**src/rtl/rv32_ctrl_pkg.sv**
```systemverilog
// rtl/rv32_ctrl_pkg.sv - shared types and encodings for the RV32I multi-cycle control unit
package rv32_ctrl_pkg;

  typedef enum logic [2:0] {
    ST_FETCH  = 3'd0,
    ST_DECODE = 3'd1,
    ST_EXEC   = 3'd2,
    ST_MEM    = 3'd3,
    ST_WB     = 3'd4,
    ST_TRAP   = 3'd5
  } state_t;

  localparam logic [6:0] OP_R      = 7'b0110011;
  localparam logic [6:0] OP_I      = 7'b0010011;
  localparam logic [6:0] OP_LOAD   = 7'b0000011;
  localparam logic [6:0] OP_STORE  = 7'b0100011;
  localparam logic [6:0] OP_BRANCH = 7'b1100011;
  localparam logic [6:0] OP_JAL    = 7'b1101111;
  localparam logic [6:0] OP_JALR   = 7'b1100111;
  localparam logic [6:0] OP_LUI    = 7'b0110111;
  localparam logic [6:0] OP_AUIPC  = 7'b0010111;

  localparam logic [2:0] IMM_I     = 3'b000;
  localparam logic [2:0] IMM_S     = 3'b001;
  localparam logic [2:0] IMM_B     = 3'b010;
  localparam logic [2:0] IMM_J     = 3'b011;
  localparam logic [2:0] IMM_LUI   = 3'b100;
  localparam logic [2:0] IMM_AUIPC = 3'b101;

  localparam logic [1:0] WB_MEM = 2'b00;
  localparam logic [1:0] WB_ALU = 2'b01;
  localparam logic [1:0] WB_PC4 = 2'b10;

  localparam logic [3:0] ALU_ADD   = 4'b0000;
  localparam logic [3:0] ALU_SUB   = 4'b1000;
  localparam logic [3:0] ALU_SRA   = 4'b1101;
  localparam logic [3:0] ALU_PASSB = 4'b1111;

  localparam logic [1:0] CAUSE_NONE    = 2'b00;
  localparam logic [1:0] CAUSE_ILLEGAL = 2'b01;
  localparam logic [1:0] CAUSE_BUS     = 2'b10;

  // Control bundle latched in DECODE and held until the next DECODE
  typedef struct packed {
    logic [2:0] imm_sel;
    logic       asel;
    logic       bsel;
    logic [3:0] alu_sel;
    logic       br_un;
    logic [2:0] load_type;
    logic [1:0] wb_sel;
    logic       is_branch;
    logic       is_load;
    logic       is_store;
    logic       is_jump;
    logic [2:0] funct3;
  } ctrl_t;

endpackage

```
**src/rtl/rv32_decode.sv**
```systemverilog
// rtl/rv32_decode.sv - combinational RV32I opcode/funct decode into the control bundle
module rv32_decode
  import rv32_ctrl_pkg::*;
(
  input  logic [31:0] i_inst,
  output ctrl_t       o_ctrl,
  output logic        o_illegal
);

  logic [6:0] opcode;
  logic [2:0] funct3;
  logic       f7b5;
  logic       unused_inst;

  assign opcode      = i_inst[6:0];
  assign funct3      = i_inst[14:12];
  assign f7b5        = i_inst[30];
  assign unused_inst = ^{i_inst[31], i_inst[29:15], i_inst[11:7]};

  // Map opcode/funct fields to datapath selects and flag unsupported encodings
  always_comb begin
    o_ctrl         = '0;
    o_ctrl.alu_sel = ALU_ADD;
    o_ctrl.funct3  = funct3;
    o_illegal      = 1'b0;
    case (opcode)
      OP_R: begin
        o_ctrl.alu_sel = {f7b5, funct3};
        o_ctrl.wb_sel  = WB_ALU;
      end
      OP_I: begin
        o_ctrl.imm_sel = IMM_I;
        o_ctrl.bsel    = 1'b1;
        // only the shift-right immediate uses bit 30 to pick arithmetic
        o_ctrl.alu_sel = {(funct3 == 3'b101) & f7b5, funct3};
        o_ctrl.wb_sel  = WB_ALU;
      end
      OP_LOAD: begin
        o_ctrl.imm_sel   = IMM_I;
        o_ctrl.bsel      = 1'b1;
        o_ctrl.wb_sel    = WB_MEM;
        o_ctrl.is_load   = 1'b1;
        o_ctrl.load_type = funct3;
        o_illegal        = (funct3 == 3'b011) || (funct3 == 3'b110) || (funct3 == 3'b111);
      end
      OP_STORE: begin
        o_ctrl.imm_sel  = IMM_S;
        o_ctrl.bsel     = 1'b1;
        o_ctrl.is_store = 1'b1;
      end
      OP_BRANCH: begin
        o_ctrl.imm_sel   = IMM_B;
        o_ctrl.asel      = 1'b1;
        o_ctrl.bsel      = 1'b1;
        o_ctrl.is_branch = 1'b1;
        o_ctrl.br_un     = (funct3 == 3'b000) || (funct3 == 3'b001) ||
                           (funct3 == 3'b110) || (funct3 == 3'b111);
        o_illegal        = (funct3 == 3'b010) || (funct3 == 3'b011);
      end
      OP_JAL: begin
        o_ctrl.imm_sel = IMM_J;
        o_ctrl.asel    = 1'b1;
        o_ctrl.bsel    = 1'b1;
        o_ctrl.wb_sel  = WB_PC4;
        o_ctrl.is_jump = 1'b1;
      end
      OP_JALR: begin
        o_ctrl.imm_sel = IMM_I;
        o_ctrl.bsel    = 1'b1;
        o_ctrl.wb_sel  = WB_PC4;
        o_ctrl.is_jump = 1'b1;
      end
      OP_LUI: begin
        o_ctrl.imm_sel = IMM_LUI;
        o_ctrl.bsel    = 1'b1;
        o_ctrl.alu_sel = ALU_PASSB;
        o_ctrl.wb_sel  = WB_ALU;
      end
      OP_AUIPC: begin
        o_ctrl.imm_sel = IMM_AUIPC;
        o_ctrl.asel    = 1'b1;
        o_ctrl.bsel    = 1'b1;
        o_ctrl.wb_sel  = WB_ALU;
      end
      default: o_illegal = 1'b1;
    endcase
  end

endmodule

```
**src/rtl/rv32_multicycle_ctrl.sv**
```systemverilog
// rtl/rv32_multicycle_ctrl.sv - FETCH/DECODE/EXEC/MEM/WB control FSM with ack timeout and traps
module rv32_multicycle_ctrl
  import rv32_ctrl_pkg::*;
#(
  parameter int ACK_TIMEOUT = 16,
  parameter int INSTRET_W   = 32,
  parameter int ALU_SEL_W   = 4
) (
  input  logic                 i_clk,
  input  logic                 i_reset,
  input  logic [31:0]          i_inst,
  input  logic                 i_br_equal,
  input  logic                 i_br_less,
  input  logic                 i_imem_ack,
  input  logic                 i_dmem_ack,
  output logic                 o_imem_req,
  output logic                 o_ir_wren,
  output logic                 o_dmem_req,
  output logic                 o_wren,
  output logic                 o_pc_wren,
  output logic                 o_pc_sel,
  output logic [2:0]           o_imm_sel,
  output logic                 o_rd_wren,
  output logic                 o_br_un,
  output logic                 o_asel,
  output logic                 o_bsel,
  output logic [ALU_SEL_W-1:0] o_alu_sel,
  output logic [2:0]           o_load_type,
  output logic [1:0]           o_wb_sel,
  output logic                 o_trap,
  output logic [1:0]           o_trap_cause,
  output logic [INSTRET_W-1:0] o_instret,
  output logic [2:0]           o_state
);

  localparam int WAIT_W = (ACK_TIMEOUT > 1) ? $clog2(ACK_TIMEOUT + 1) : 1;
  localparam logic [WAIT_W-1:0] WAIT_LIMIT = WAIT_W'((ACK_TIMEOUT > 0) ? ACK_TIMEOUT - 1 : 0);

  state_t                state_q, state_d;
  ctrl_t                 ctrl_q, ctrl_d;
  logic [WAIT_W-1:0]     wait_q, wait_d;
  logic [1:0]            cause_q, cause_d;
  logic [INSTRET_W-1:0]  instret_q, instret_d;
  ctrl_t                 dec_ctrl;
  logic                  dec_illegal;
  logic                  timeout_hit;
  logic                  br_taken;

  rv32_decode u_decode (
    .i_inst    (i_inst),
    .o_ctrl    (dec_ctrl),
    .o_illegal (dec_illegal)
  );

  // The last waiting cycle is the one whose count equals the limit; a late ack in it still wins
  assign timeout_hit = (ACK_TIMEOUT > 0) && (wait_q == WAIT_LIMIT);

  // Branch outcome from the latched funct3 and the comparator flags
  always_comb begin
    case (ctrl_q.funct3)
      3'b000:  br_taken = i_br_equal;
      3'b001:  br_taken = !i_br_equal;
      3'b100,
      3'b110:  br_taken = i_br_less;
      default: br_taken = !i_br_less;
    endcase
  end

  // Next-state, strobes and handshakes; the wait counter is zero outside FETCH/MEM waits
  always_comb begin
    state_d    = state_q;
    ctrl_d     = ctrl_q;
    wait_d     = '0;
    cause_d    = cause_q;
    o_imem_req = 1'b0;
    o_ir_wren  = 1'b0;
    o_dmem_req = 1'b0;
    o_wren     = 1'b0;
    o_pc_wren  = 1'b0;
    o_pc_sel   = 1'b0;
    o_rd_wren  = 1'b0;
    case (state_q)
      ST_FETCH: begin
        o_imem_req = 1'b1;
        if (i_imem_ack) begin
          o_ir_wren = 1'b1;
          state_d   = ST_DECODE;
        end else if (timeout_hit) begin
          state_d = ST_TRAP;
          cause_d = CAUSE_BUS;
        end else begin
          wait_d = wait_q + 1'b1;
        end
      end
      ST_DECODE: begin
        ctrl_d = dec_ctrl;
        if (dec_illegal) begin
          state_d = ST_TRAP;
          cause_d = CAUSE_ILLEGAL;
        end else begin
          state_d = ST_EXEC;
        end
      end
      ST_EXEC: begin
        if (ctrl_q.is_branch) begin
          o_pc_wren = 1'b1;
          o_pc_sel  = br_taken;
          state_d   = ST_FETCH;
        end else if (ctrl_q.is_load || ctrl_q.is_store) begin
          state_d = ST_MEM;
        end else begin
          state_d = ST_WB;
        end
      end
      ST_MEM: begin
        o_dmem_req = 1'b1;
        o_wren     = ctrl_q.is_store;
        if (i_dmem_ack) begin
          if (ctrl_q.is_store) begin
            o_pc_wren = 1'b1;
            state_d   = ST_FETCH;
          end else begin
            state_d = ST_WB;
          end
        end else if (timeout_hit) begin
          state_d = ST_TRAP;
          cause_d = CAUSE_BUS;
        end else begin
          wait_d = wait_q + 1'b1;
        end
      end
      ST_WB: begin
        o_rd_wren = 1'b1;
        o_pc_wren = 1'b1;
        o_pc_sel  = ctrl_q.is_jump;
        state_d   = ST_FETCH;
      end
      ST_TRAP: state_d = ST_TRAP;
      default: state_d = ST_FETCH;
    endcase
    instret_d = instret_q + INSTRET_W'(o_pc_wren);
  end

  // State, latched decode bundle, wait counter, trap cause and retire counter
  always_ff @(posedge i_clk or posedge i_reset) begin
    if (i_reset) begin
      state_q   <= ST_FETCH;
      ctrl_q    <= '0;
      wait_q    <= '0;
      cause_q   <= CAUSE_NONE;
      instret_q <= '0;
    end else begin
      state_q   <= state_d;
      ctrl_q    <= ctrl_d;
      wait_q    <= wait_d;
      cause_q   <= cause_d;
      instret_q <= instret_d;
    end
  end

  assign o_imm_sel    = ctrl_q.imm_sel;
  assign o_br_un      = ctrl_q.br_un;
  assign o_asel       = ctrl_q.asel;
  assign o_bsel       = ctrl_q.bsel;
  assign o_alu_sel    = ALU_SEL_W'(ctrl_q.alu_sel);
  assign o_load_type  = ctrl_q.load_type;
  assign o_wb_sel     = ctrl_q.wb_sel;
  assign o_trap       = (state_q == ST_TRAP);
  assign o_trap_cause = cause_q;
  assign o_instret    = instret_q;
  assign o_state      = state_q;

endmodule

```
**config.mk**
```make
export PLATFORM = sky130hd
export DESIGN_NAME = rv32_multicycle_ctrl
export DESIGN_NICKNAME = d
export VERILOG_FILES = /design/src/rtl/rv32_ctrl_pkg.sv /design/src/rtl/rv32_decode.sv /design/src/rtl/rv32_multicycle_ctrl.sv
export SDC_FILE = /design/constraint.sdc
export NUM_CORES = 1
export LEC_CHECK = 0
export CORE_MARGIN = 3
export CORE_UTILIZATION = 47
export CTS_CLUSTER_DIAMETER = 60
export CTS_CLUSTER_SIZE = 40
export DETAILED_ROUTE_END_ITERATION = 8
export GPL_ROUTABILITY_DRIVEN = 0
export PLACE_DENSITY = 0.77
export SLEW_MARGIN = 20
export SYNTH_ARGS = -nofsm -noshare
export SYNTH_HDL_FRONTEND = slang
export SYNTH_SLANG_ARGS = --single-unit
```
**constraint.sdc**
```tcl
create_clock -name i_clk -period 2.94 [get_ports i_clk]
set_clock_uncertainty 0.05 [all_clocks]
set_input_delay 0.882 -clock i_clk [delete_from_list [all_inputs] [get_ports i_clk]]
set_output_delay 0.882 -clock i_clk [all_outputs]
set_load 0.005 [all_outputs]
```
==> metrics.txt <==
status=completed; hold buffers post-CTS=0; CP max-delay cell=clkdlybuf4s50_1; switch share=0.304; dominant cells by area after synthesis=dfrtp_1, xnor2_1, nand2_1, xor2_1, buf_4; Metal-1 WL=3000 um; Fin Hold WS=417 ps; Setup Fix Bufs, Post-CTS=0; syn_nets=349; period utilization=0.978; Syn Std Cell Area=3160 sq um; Leak=1.96 nW; Worst R2R End=o_instret[31]; hold path depth=1; Synth Instances=307; endpoints failing setup=0; most common cell after layout, fill and taps aside=clkdlybuf4s50_1; hold crit path type=flip-flop to flip-flop; IO Pins=98; worst r2r src=o_state[1]; Via density=5.36; Die X=88.0 um; Nets=427; num rows=29; H-tree Lvls=3; Seq pwr share=0.452; Pwr Density=575 nW/um^2; drt wl/cell=14.5 um; routed via count=2503; Max rail drop VDD=0.409 mV; EDFF count, synth=0; post-layout util=0.653; Startpoint Class=input port; critical path fanouts, max=2; drt drc=0; Layout area overhead=32.6%; metal2 WL=3290 um; Starting DRT DRC Count=63; Num Clock Sinks=64; top cell type's share of synthesized area=0.507; Pint=1.68 mW; initial antenna violation count=0; RSZ-0062 raised after global routing=false; cell family with most CP delay=buffers and inverters; Multi-input gate area=1410 sq um; worst-skew pair later-pin latency=330 ps; DR top layer=met4; Sw Pwr=0.733 mW; Setup crit end kind=output port; syn_area_per_cell=10.3 sq um; main flop type after synthesis=dfrtp_1; post-route antenna net violation count=0; CP arrival=1940 ps; Tightest Pin Transition=808 ps; drt pass-1 iters=4; vias in the first global route=2539; antenna cells=0; Storage cell area=1600 sq um; total grt overflow=0; Final Hold Fails=0; CP Class=input port to output port; pre-CTS WS=-416 ps; largest net degree at the start of global routing=65; routed wl met3=386 um; worst path cell trace=clkdlybuf4s50_1, and3_1, a21oi_2, o22ai_2, clkdlybuf4s15_1; ratio of cells with drive above 1 in the final layout=0.118; min cycle time layout=2880 ps; Yosys warnings=0; flops & latches, synth=64; max-cap violation count=0; Fillers=530; Endpoint, Worst Hold=o_instret[31]; CP Data Required Time=2010 ps; total power=2.41 mW; die area=7750 sq um; CTS max path bufs=2; Num CTS Buffers=9; final worst setup slack=63.3 ps; die height=88.0 um; Initial Utilization=0.492; root buffer cell=clkbuf_8; first-pass GRT wire length=11500 um; DP HPWL=4990 um; CTS tree=yes; Clk network pwr share=0.285; commonest non-fill, non-tap cells in the layout=clkdlybuf4s50_1, dfrtp_1, nand2_1; Slew Limit Fails=0; Async S/R FF share, synth=1.00; Highest Clock Rate=0.348 GHz; R2R cell count=9; Comb pwr share=0.263; register area share after synthesis=0.507; Max stage delay on crit path=480 ps; post-synth top area cell=dfrtp_1; worst min-delay path startpoint=o_instret[31]; Rel. slew slack=0.461; Clock Pin Slew Worst Setup and Hold Paths=60 ps; Port Buffers=76; final wirelength=6780 um; R2R Setup Slk=540 ps; core area=6420 sq um; Worst Path Buf+Inv=2; Total GRT Usage=0.188; Yosys cell types=53
## synthesized netlist by cell type (all sizes together) (2+ instances only)
cell,n
a21oi,9
xor2,13
ha,4
a21o,3
a31oi,2
o21ai,15
nand2b,4
nor2,17
nor2b,3
o311ai,2
a22o,4
nand4,8
nand3,14
nor4,3
xnor2,21
clkbuf,2
and2,8
inv,6
nor3,5
or3,2
o31ai,2
dfrtp,64
nand2,44
and3,10
and4,5
buf,21
## power by group through the flow
stage	Combinational, mW	Sequential [mW]	Clock (mW)
floorplan	0.347	1.07	0
global placement	0.621	1.10	0
detailed placement	0.636	1.10	0
CTS	0.638	1.09	0.704
global route	0.707	1.11	0.757
finish	0.634	1.09	0.687
## cell type report
cell class | count | area share
clock inverters | 3 | 0.00358
flip-flops and latches | 64 | 0.382
clock buffers | 13 | 0.0403
repair buffers | 90 | 0.208
well taps | 77 | 0.0230
multi-input cells | 214 | 0.337
inverters | 6 | 0.00537
## routing by layer
layer / global-route usage / vias up
met5: 0 / -
met4: 0.0714 / 0
met3: 0.0405 / 11
met2: 0.317 / 89
met1: 0.237 / 1193
li1: - / 1210
## registers in the layout (all words and copies together), names as in the netlist
| name | flops |
|---|---|
| o_load_type | 3 |
| o_imm_sel | 3 |
| ctrl_q | 7 |
| o_wb_sel | 2 |
| o_alu_sel | 4 |
| o_trap_cause | 2 |
| o_instret | 32 |
| o_asel | 1 |
| o_state | 3 |
| wait_q | 5 |
| o_bsel | 1 |
| o_br_un | 1 |
## metrics by stage
step | std cells | setup TNS, ps | cell area [sq um]
after floorplan | 307 | 0 | 3160
after global placement | 451 | -4700 | 3990
after detailed placement | 451 | -5020 | 3990
after CTS | 467 | 0 | 4180
after global routing | 467 | 0 | 4190
final | 467 | 0 | 4190
## cell families after synthesis
kind of cell,after synthesis,synth area share
AOI/OAI and AO/OA,47,0.0993
muxes,1,0.00317
adders and majority gates,4,0.0158
and+or+nand+nor,128,0.228
DFF,64,0.507
buffers and inverters,29,0.0526
xor gates and xnor gates,34,0.0942
## how the worst max path moves through the flow
stage | start | end | slack, ps | depth (start not counted)
final | i_dmem_ack | o_pc_wren | 60 | 5
after global routing | i_dmem_ack | o_pc_wren | 4 | 5
after CTS | i_dmem_ack | o_pc_wren | 10 | 5
after detailed placement | i_br_equal | o_pc_sel | -420 | 7
after global placement | i_br_equal | o_pc_sel | -420 | 7
after floorplan | i_dmem_ack | o_instret[14] | 200 | 10
## what timing repair did
action | 4_1_cts | 5_1_grt
gates cloned | 0 | 0
endpoints found under the setup margin | 2 | 5
resized for setup | 8 | 5
pin swaps | 0 | 4
Power figures use the tool's default switching activity.
